===== src/rtl/mux_scan_ctrl.sv =====
// ---------------------------------------------------------------------------
// mux_scan_ctrl
//
// Scan controller that sits directly upstream of an 8:1 bit mux. It drives
// the mux select and reads back the selected bit. A start request makes it
// walk `sel` through all eight channels, holding each select for DIV clocks
// and sampling `mux_out` at the end of each step. The eight samples are then
// presented as one word on `data_out`, together with a one-cycle `done`
// strobe.
//
// Parameters:
//   DIV        clock cycles per select step (1..65535, 16-bit divide counter)
//   LSB_FIRST  1 = scan sel 0->7, 0 = scan sel 7->0. Bit n of data_out always
//              holds channel n, whichever direction the scan runs.
//
// Ports:
//   clk       in   system clock, rising edge
//   rst       in   asynchronous reset, active-high
//   start     in   scan request, only acted on while idle
//   abort     in   synchronous cancel of a scan in progress
//   sel       out  [2:0] registered mux select
//   mux_out   in   bit returned by the mux for the current sel
//   busy      out  high while a scan is in progress
//   done      out  one-cycle pulse when data_out is updated
//   data_out  out  [7:0] last completed word, held until the next completion
//   parity    out  XOR of the completed word (only with MUX_SCAN_PARITY_EN)
//
// Optional feature macro: MUX_SCAN_PARITY_EN adds the `parity` output.
// ---------------------------------------------------------------------------
module mux_scan_ctrl #(
    parameter int DIV       = 1,
    parameter int LSB_FIRST = 1
) (
    input  logic       clk,
    input  logic       rst,
    input  logic       start,
    input  logic       abort,
    output logic [2:0] sel,
    input  logic       mux_out,
    output logic       busy,
    output logic       done,
    output logic [7:0] data_out
`ifdef MUX_SCAN_PARITY_EN
    ,
    output logic       parity
`endif
);

    // Select value used while idle and as the first channel of every scan.
    localparam logic [2:0]  FIRST_SEL = (LSB_FIRST != 0) ? 3'd0 : 3'd7;
    // Terminal count of the divide counter; a step ends when it is reached.
    localparam logic [15:0] DIV_LAST  = 16'(DIV - 1);

    typedef enum logic {
        IDLE,
        SCAN
    } state_t;

    state_t      state;
    logic [15:0] div_cnt;
    logic [2:0]  step_cnt;
    logic [7:0]  capture;

    logic        tick;
    logic        last_step;
    logic [7:0]  capture_merged;
    logic [2:0]  sel_next;

    // The final sample is folded into the word combinationally so the
    // completion edge can publish all eight bits at once, without waiting
    // one more cycle for the capture register to catch up.
    always_comb begin
        tick                = (div_cnt == DIV_LAST);
        last_step           = (step_cnt == 3'd7);
        capture_merged      = capture;
        capture_merged[sel] = mux_out;
        sel_next            = (LSB_FIRST != 0) ? (sel + 3'd1) : (sel - 3'd1);
    end

    // Single state machine. done is a registered flag that defaults low on
    // every edge, so it can only ever be high for the cycle that follows a
    // completion. abort is checked before tick so that it wins even on the
    // eighth step, leaving data_out untouched.
    always_ff @(posedge clk or posedge rst) begin
        if (rst) begin
            state    <= IDLE;
            sel      <= FIRST_SEL;
            busy     <= 1'b0;
            done     <= 1'b0;
            data_out <= 8'h00;
            div_cnt  <= 16'd0;
            step_cnt <= 3'd0;
            capture  <= 8'h00;
`ifdef MUX_SCAN_PARITY_EN
            parity   <= 1'b0;
`endif
        end else begin
            done <= 1'b0;
            case (state)
                IDLE: begin
                    sel      <= FIRST_SEL;
                    div_cnt  <= 16'd0;
                    step_cnt <= 3'd0;
                    capture  <= 8'h00;
                    if (start && !abort) begin
                        state <= SCAN;
                        busy  <= 1'b1;
                    end
                end

                SCAN: begin
                    if (abort) begin
                        state    <= IDLE;
                        busy     <= 1'b0;
                        sel      <= FIRST_SEL;
                        div_cnt  <= 16'd0;
                        step_cnt <= 3'd0;
                    end else if (tick) begin
                        div_cnt <= 16'd0;
                        capture <= capture_merged;
                        if (last_step) begin
                            state    <= IDLE;
                            busy     <= 1'b0;
                            done     <= 1'b1;
                            data_out <= capture_merged;
                            sel      <= FIRST_SEL;
                            step_cnt <= 3'd0;
`ifdef MUX_SCAN_PARITY_EN
                            parity   <= ^capture_merged;
`endif
                        end else begin
                            step_cnt <= step_cnt + 3'd1;
                            sel      <= sel_next;
                        end
                    end else begin
                        div_cnt <= div_cnt + 16'd1;
                    end
                end

                default: begin
                    state <= IDLE;
                    busy  <= 1'b0;
                    sel   <= FIRST_SEL;
                end
            endcase
        end
    end

endmodule


===== config.mk =====
export PLATFORM = sky130hd
export DESIGN_NAME = mux_scan_ctrl
export DESIGN_NICKNAME = d
export VERILOG_FILES = /design/src/rtl/mux_scan_ctrl.sv
export SDC_FILE = /design/constraint.sdc
export NUM_CORES = 1
export LEC_CHECK = 0
export BUFFER_PORTS_ARGS = -buffer_cell sky130_fd_sc_hd__buf_2
export CAP_MARGIN = 10
export CORE_UTILIZATION = 58
export CTS_CLUSTER_SIZE = 10
export DETAILED_ROUTE_END_ITERATION = 12
export GPL_TIMING_DRIVEN = 0
export PLACE_DENSITY = 0.89
export SLEW_MARGIN = 20
export SYNTH_ARGS = -nofsm -noshare
export SYNTH_HDL_FRONTEND = slang
export SYNTH_SLANG_ARGS = --single-unit

===== constraint.sdc =====
create_clock -name clk -period 2.3 [get_ports clk]
set_input_delay 0.46 -clock clk [delete_from_list [all_inputs] [get_ports clk]]
set_output_delay 0.46 -clock clk [all_outputs]
set_load 0.01 [all_outputs]

## After elaboration in Yosys (flattened, before gate mapping)

Cells that the tools add are included.

| cells by class | value |
|---|---|
| $add $sub $neg | 3 |
| magnitude comparators | 2 |
| eq/ne operators | 6 |
| muxes and demuxes | 31 |
| bitwise logic cells | 2 |
| reduce and logical (&&, ||, !) cells | 7 |

Operators with widths:

| kind | count |
|---|---|
| $mux W16 | 2 |
| $pmux W16 S2 | 1 |
| $mux W3 | 6 |
| $add A16 B1 Y16 const B | 1 |
| $logic_not A16 Y1 | 1 |
| $mux W8 | 2 |
| $pmux W8 S2 | 1 |
| $mux W1 | 13 |
| $pmux W3 S2 | 2 |
| $bwmux W8 | 1 |
| $add A3 B1 Y3 const B | 2 |
| $ne A3 B2 Y1 const B | 2 |
| $lt A3 B4 Y1 const B | 1 |
| $ne A2 B2 Y1 const B | 2 |
| $pmux W1 S2 | 2 |
| $reduce_and A4 Y1 | 1 |
| $demux W1 S3 | 1 |
| $eq A3 B3 Y1 const B | 1 |
| $ge A3 B1 Y1 const B | 1 |
| $reduce_and A3 Y1 | 1 |
| $logic_and A1 B1 Y1 | 2 |
| $ne A2 B1 Y1 const B | 1 |
| $not A1 Y1 | 2 |
| $reduce_and A2 Y1 | 1 |
| $logic_not A1 Y1 | 1 |

| word-level totals | value |
|---|---|
| register bits | 41 |
| input port bits | 5 |
| output and inout bits | 13 |

## Depth between registers and ports, before layout

| depth | value |
|---|---|
| depth after elaboration | 8 |
| mapped depth | 6 |

## Worst setup path before layout

Ideal clock, no wire load.

| timing path | value |
|---|---|
| path kind | register to register |
| start point | register div_cnt[4] |
| end point | register capture[0] |
| library setup time | 0.126 ns |
| arrival | 1.484 ns |
| required time | 2.174 ns |
| slack | 0.690 ns |
| stages on the path, launching flop included | 7 |
| path through | dfrtp_1 -> buf_6 -> nor4_2 -> nand3_2 -> o31a_2 -> buf_2 -> o2bb2ai_1 |

| between the ends | value |
|---|---|
| longest elaborated chain between the ends | 3 |

Ends and longest elaborated chain:

| element | RTL line | source |
|---|---|---|
| start, declared | 60 | `logic [15:0] div_cnt;` |
| start signal, assigned | 136 | `div_cnt <= div_cnt + 16'd1;` |
| $logic_not A16 Y1 | 73 | `tick = (div_cnt == DIV_LAST);` |
| $ne A2 B1 Y1 (no source line) | n/a |  |
| $reduce_and A2 Y1 (no source line) | n/a |  |
| end signal, assigned | 120 | `capture <= capture_merged;` |
| end, declared | 62 | `logic [7:0] capture;` |

Every way passes these cells.
A chain may end at the register's enable or synchronous reset.

## Final worst setup path

| timing path | value |
|---|---|
| start point | register div_cnt[13] |
| end point | register div_cnt[6] |

| between the ends | value |
|---|---|
| longest elaborated chain between the ends | 4 |

Ends and longest elaborated chain:

| element | RTL line | source |
|---|---|---|
| $logic_not A16 Y1 | 73 |  |
| $mux W16 | 118 | `end else if (tick) begin` |
| $mux W16 | 112 | `if (abort) begin` |
| $pmux W16 S2 | 99 | `case (state)` |

Every way passes these cells.

==> results by group <==
Floorplanning
  – Die H: 61.3 um
  – Die Area: 3760 um2
  – Starting density of the core: 60.7%
  – Core ar.: 3360 um2
  – Die width: 61.3 um
  – FP Rows: 21
  – IO Pins: 18

STA
  – Unrepaired setup endpoints after global routing: false
  – Final Critical Period: 1.93 ns
  – FMAX: 0.519 GHz
  – Skew final: 0.0161 ns
  – Worst Slack Setup Final: 0.371 ns
  – Setup total negative slack: 0 ns
  – Setup violators final: 0
  – Max-slew violations: 0
  – Period utilisation layout: 83.9%
  – Rel. slew slack: 67.8%
  – Hold Fails Final Rpt: 0
  – Tightest Pin Transition: 0.480 ns

Worst setup path
  – Required @ worst endpoint: 2.54 ns
  – Reg-to-Reg Start: div_cnt[13]
  – Slowest stage cell, crit path: o21ai_1
  – Startpoint Class: flip-flop
  – Worst Path Arrival: 2.16 ns
  – Kind of critical path: flip-flop to flip-flop
  – CP max stage delay: 0.45 ns
  – Worst Setup End Kind: flip-flop
  – Setup crit start: div_cnt[13]
  – Crit path max fanout: 10
  – Critical Path, Cell by Cell: nor4_1 -> nand2_1 -> o21ai_1 -> buf_4 -> nor2_1

Min path
  – HP Class: input pin to asynchronous set/reset pin

Detailed routing
  – Via count: 1516
  – Total Wirelength: 3630 um
  – Vias per cell: 5.64
  – Drc violations: 0
  – Initial DRT Pass Iterations: 4
  – Routed Antenna Nets: 0
  – Wirelength per Cell: 13.5 um
  – First DRT Iteration DRCs: 59

Yosys
  – Register area share after synthesis: 50.2%
  – Most frequent cell after synthesis: dfrtp_1
  – Cell taking the most area after synthesis: dfrtp_1
  – Mean post-synth cell area: 10.2 um2
  – Largest cells by area after synthesis: dfrtp_1 50%, mux2i_1 7.8%, xnor2_1 4.3%
  – Xor-xnor portion of the synthesized cell area: 5.15%
  – Synth cell types: 39
  – Yosys top cell area share: 50.2%
  – Largest family of logic cells by synthesized area: simple AND/OR/NAND/NOR gates
  – Post-synth EDFFs: 0
  – Async SR Flop Fraction: 100%
  – Post-Synth Simple-Gate Area: 18.8%
  – Synthesis warning total: 0
  – FF+latch count, synth: 41
  – Gate count of the mapped netlist: 200
  – Main synth FF type: dfrtp_1
  – Synth Area in Adders: 3.06%
  – Compound-Gate Fraction of Synth Area: 9.13%
  – Top cells by count, synth: 41 x dfrtp_1, 23 x nor2_1, 18 x inv_1
  – Synth Net Count: 210
  – Cell Area, Synth: 2040 um2
  – Post-synthesis mux area share: 7.84%

Outcome
  – Status: completed

Clock network
  – # Post-CTS Setup Buffers: 0
  – Hold-fix buffers, CTS: 0
  – Resized cells post-CTS: 0
  – Clock-pin slew on the worst setup and hold paths: 0.12 ns
  – # H-tree levels: 2
  – Num CTS Buffers: 5
  – CTS tree: yes
  – CTS Buffer Depth: 2
  – Clk sinks: 41
  – Clk Latency, worst-skew pair: 0.35 ns
  – CTS root buf: clkbuf_4

Power
  – Cell area power density: 498 nW/um2
  – Worst VDD drop: 0.379 mV
  – LEAKAGE: 1.07 nW

Place
  – Input/output buffers: 16
  – Post-Place Worst Slack: 0.377 ns
  – Final HPWL DP: 2620 um
  – RD Place Congestion: 0.858

Global route
  – Initial antenna violation count: 0
  – First-pass GRT wire length: 6310 um
  – Largest net degree at the start of global routing: 24
  – Vias in the first global route: 1494
  – All-Layer GR Usage: 23.3%
  – Grt ovf: 0

Layout
  – Area Overhead vs Synth: 10.2%
  – Layout net count: 234
  – N_diodes: 0
  – Share of cells above drive strength 1: 15.7%

Job
  – Max-Cap Viols: 0
## cell type report
cell class / count / area, um2
Buffer: 9 / 50.0
Clock buffer: 5 / 37.5
Clock inverter: 1 / 5.00
Fill cell: 276 / 1110
Inverter: 18 / 67.6
Multi-Input combinational cell: 132 / 898
Sequential cell: 41 / 1030
Tap cell: 46 / 57.6
Timing Repair Buffer: 17 / 108
## cells in the final DEF (no fill, tap or decap), drive strengths merged, types with 3 or more instances in the layout
master and instances:
nor3 6, xnor2 10, o2bb2ai 8, ha 5, nor2 23, nand3 9
nand2 9, mux2i 16, clkbuf 8, nor3b 3, nand4 4, a21oi 4
o21ai 5, inv 18, a22o 3, buf 23, dfrtp 41, or3 4
nor4 7
## critical path, delay by kind of cell, from the launching register on
family,cells,cell delay (ns)
AOI/OAI and AO/OA,1,0.45
buffers and inverters,1,0.26
DFF,1,0.43
and+or+nand+nor,3,0.67
## through the flow
stage,instances,hold WS (ns),instance area (um2),power (mW),util (%)
after detailed placement,263,0.474,2210,0.814,65.6
after global routing,269,0.108,2250,1.18,66.9
final,269,0.0880,2250,1.12,66.9
after CTS,269,0.0929,2250,1.14,66.9
after global placement,262,0.471,2180,0.806,64.8
after floorplan,200,0.455,2040,0.789,-
## report_power, final
group	total (mW)	internal, mW	switching, mW
Clock	0.323	0.106	0.216
Sequential	0.734	0.728	0.00599
Combinational	0.0645	0.0246	0.0399
## cells by family (layout without fill, tap and decap cells)
group | after synthesis | after routing
muxes | 16 | 16
xor gates and xnor gates | 12 | 12
and+or+nand+nor | 74 | 74
AOI/OAI and AO/OA | 25 | 25
adders and majority gates | 5 | 5
DFF | 41 | 41
buffers and inverters | 27 | 50
## per-layer routing
layer	up-vias	routed length, um	track usage (%)
met5	-	0	0
met4	0	51	8.89
met3	6	148	6.30
met2	28	1810	39.6
met1	737	1620	28.5
li1	745	-	-
## state kept, by name (all words and copies together), names as in the netlist
name	cells
data_out	8
div_cnt	16
sel	3
state	1
capture	8
busy	1
done	1
step_cnt	3
## final timing paths
kind	endpoint	slack, ns	cells past startpoint
setup reg to reg	div_cnt[6]	0.37	5
hold reg to reg	capture[2]	0.50	1
min in group clk	state	0.33	2
max in group asynchronous	div_cnt[9]	1.75	3
setup / recovery	div_cnt[6]	0.37	5
hold / removal	capture[0]	0.09	2
Note: power is estimated with default switching activity, not from simulation.
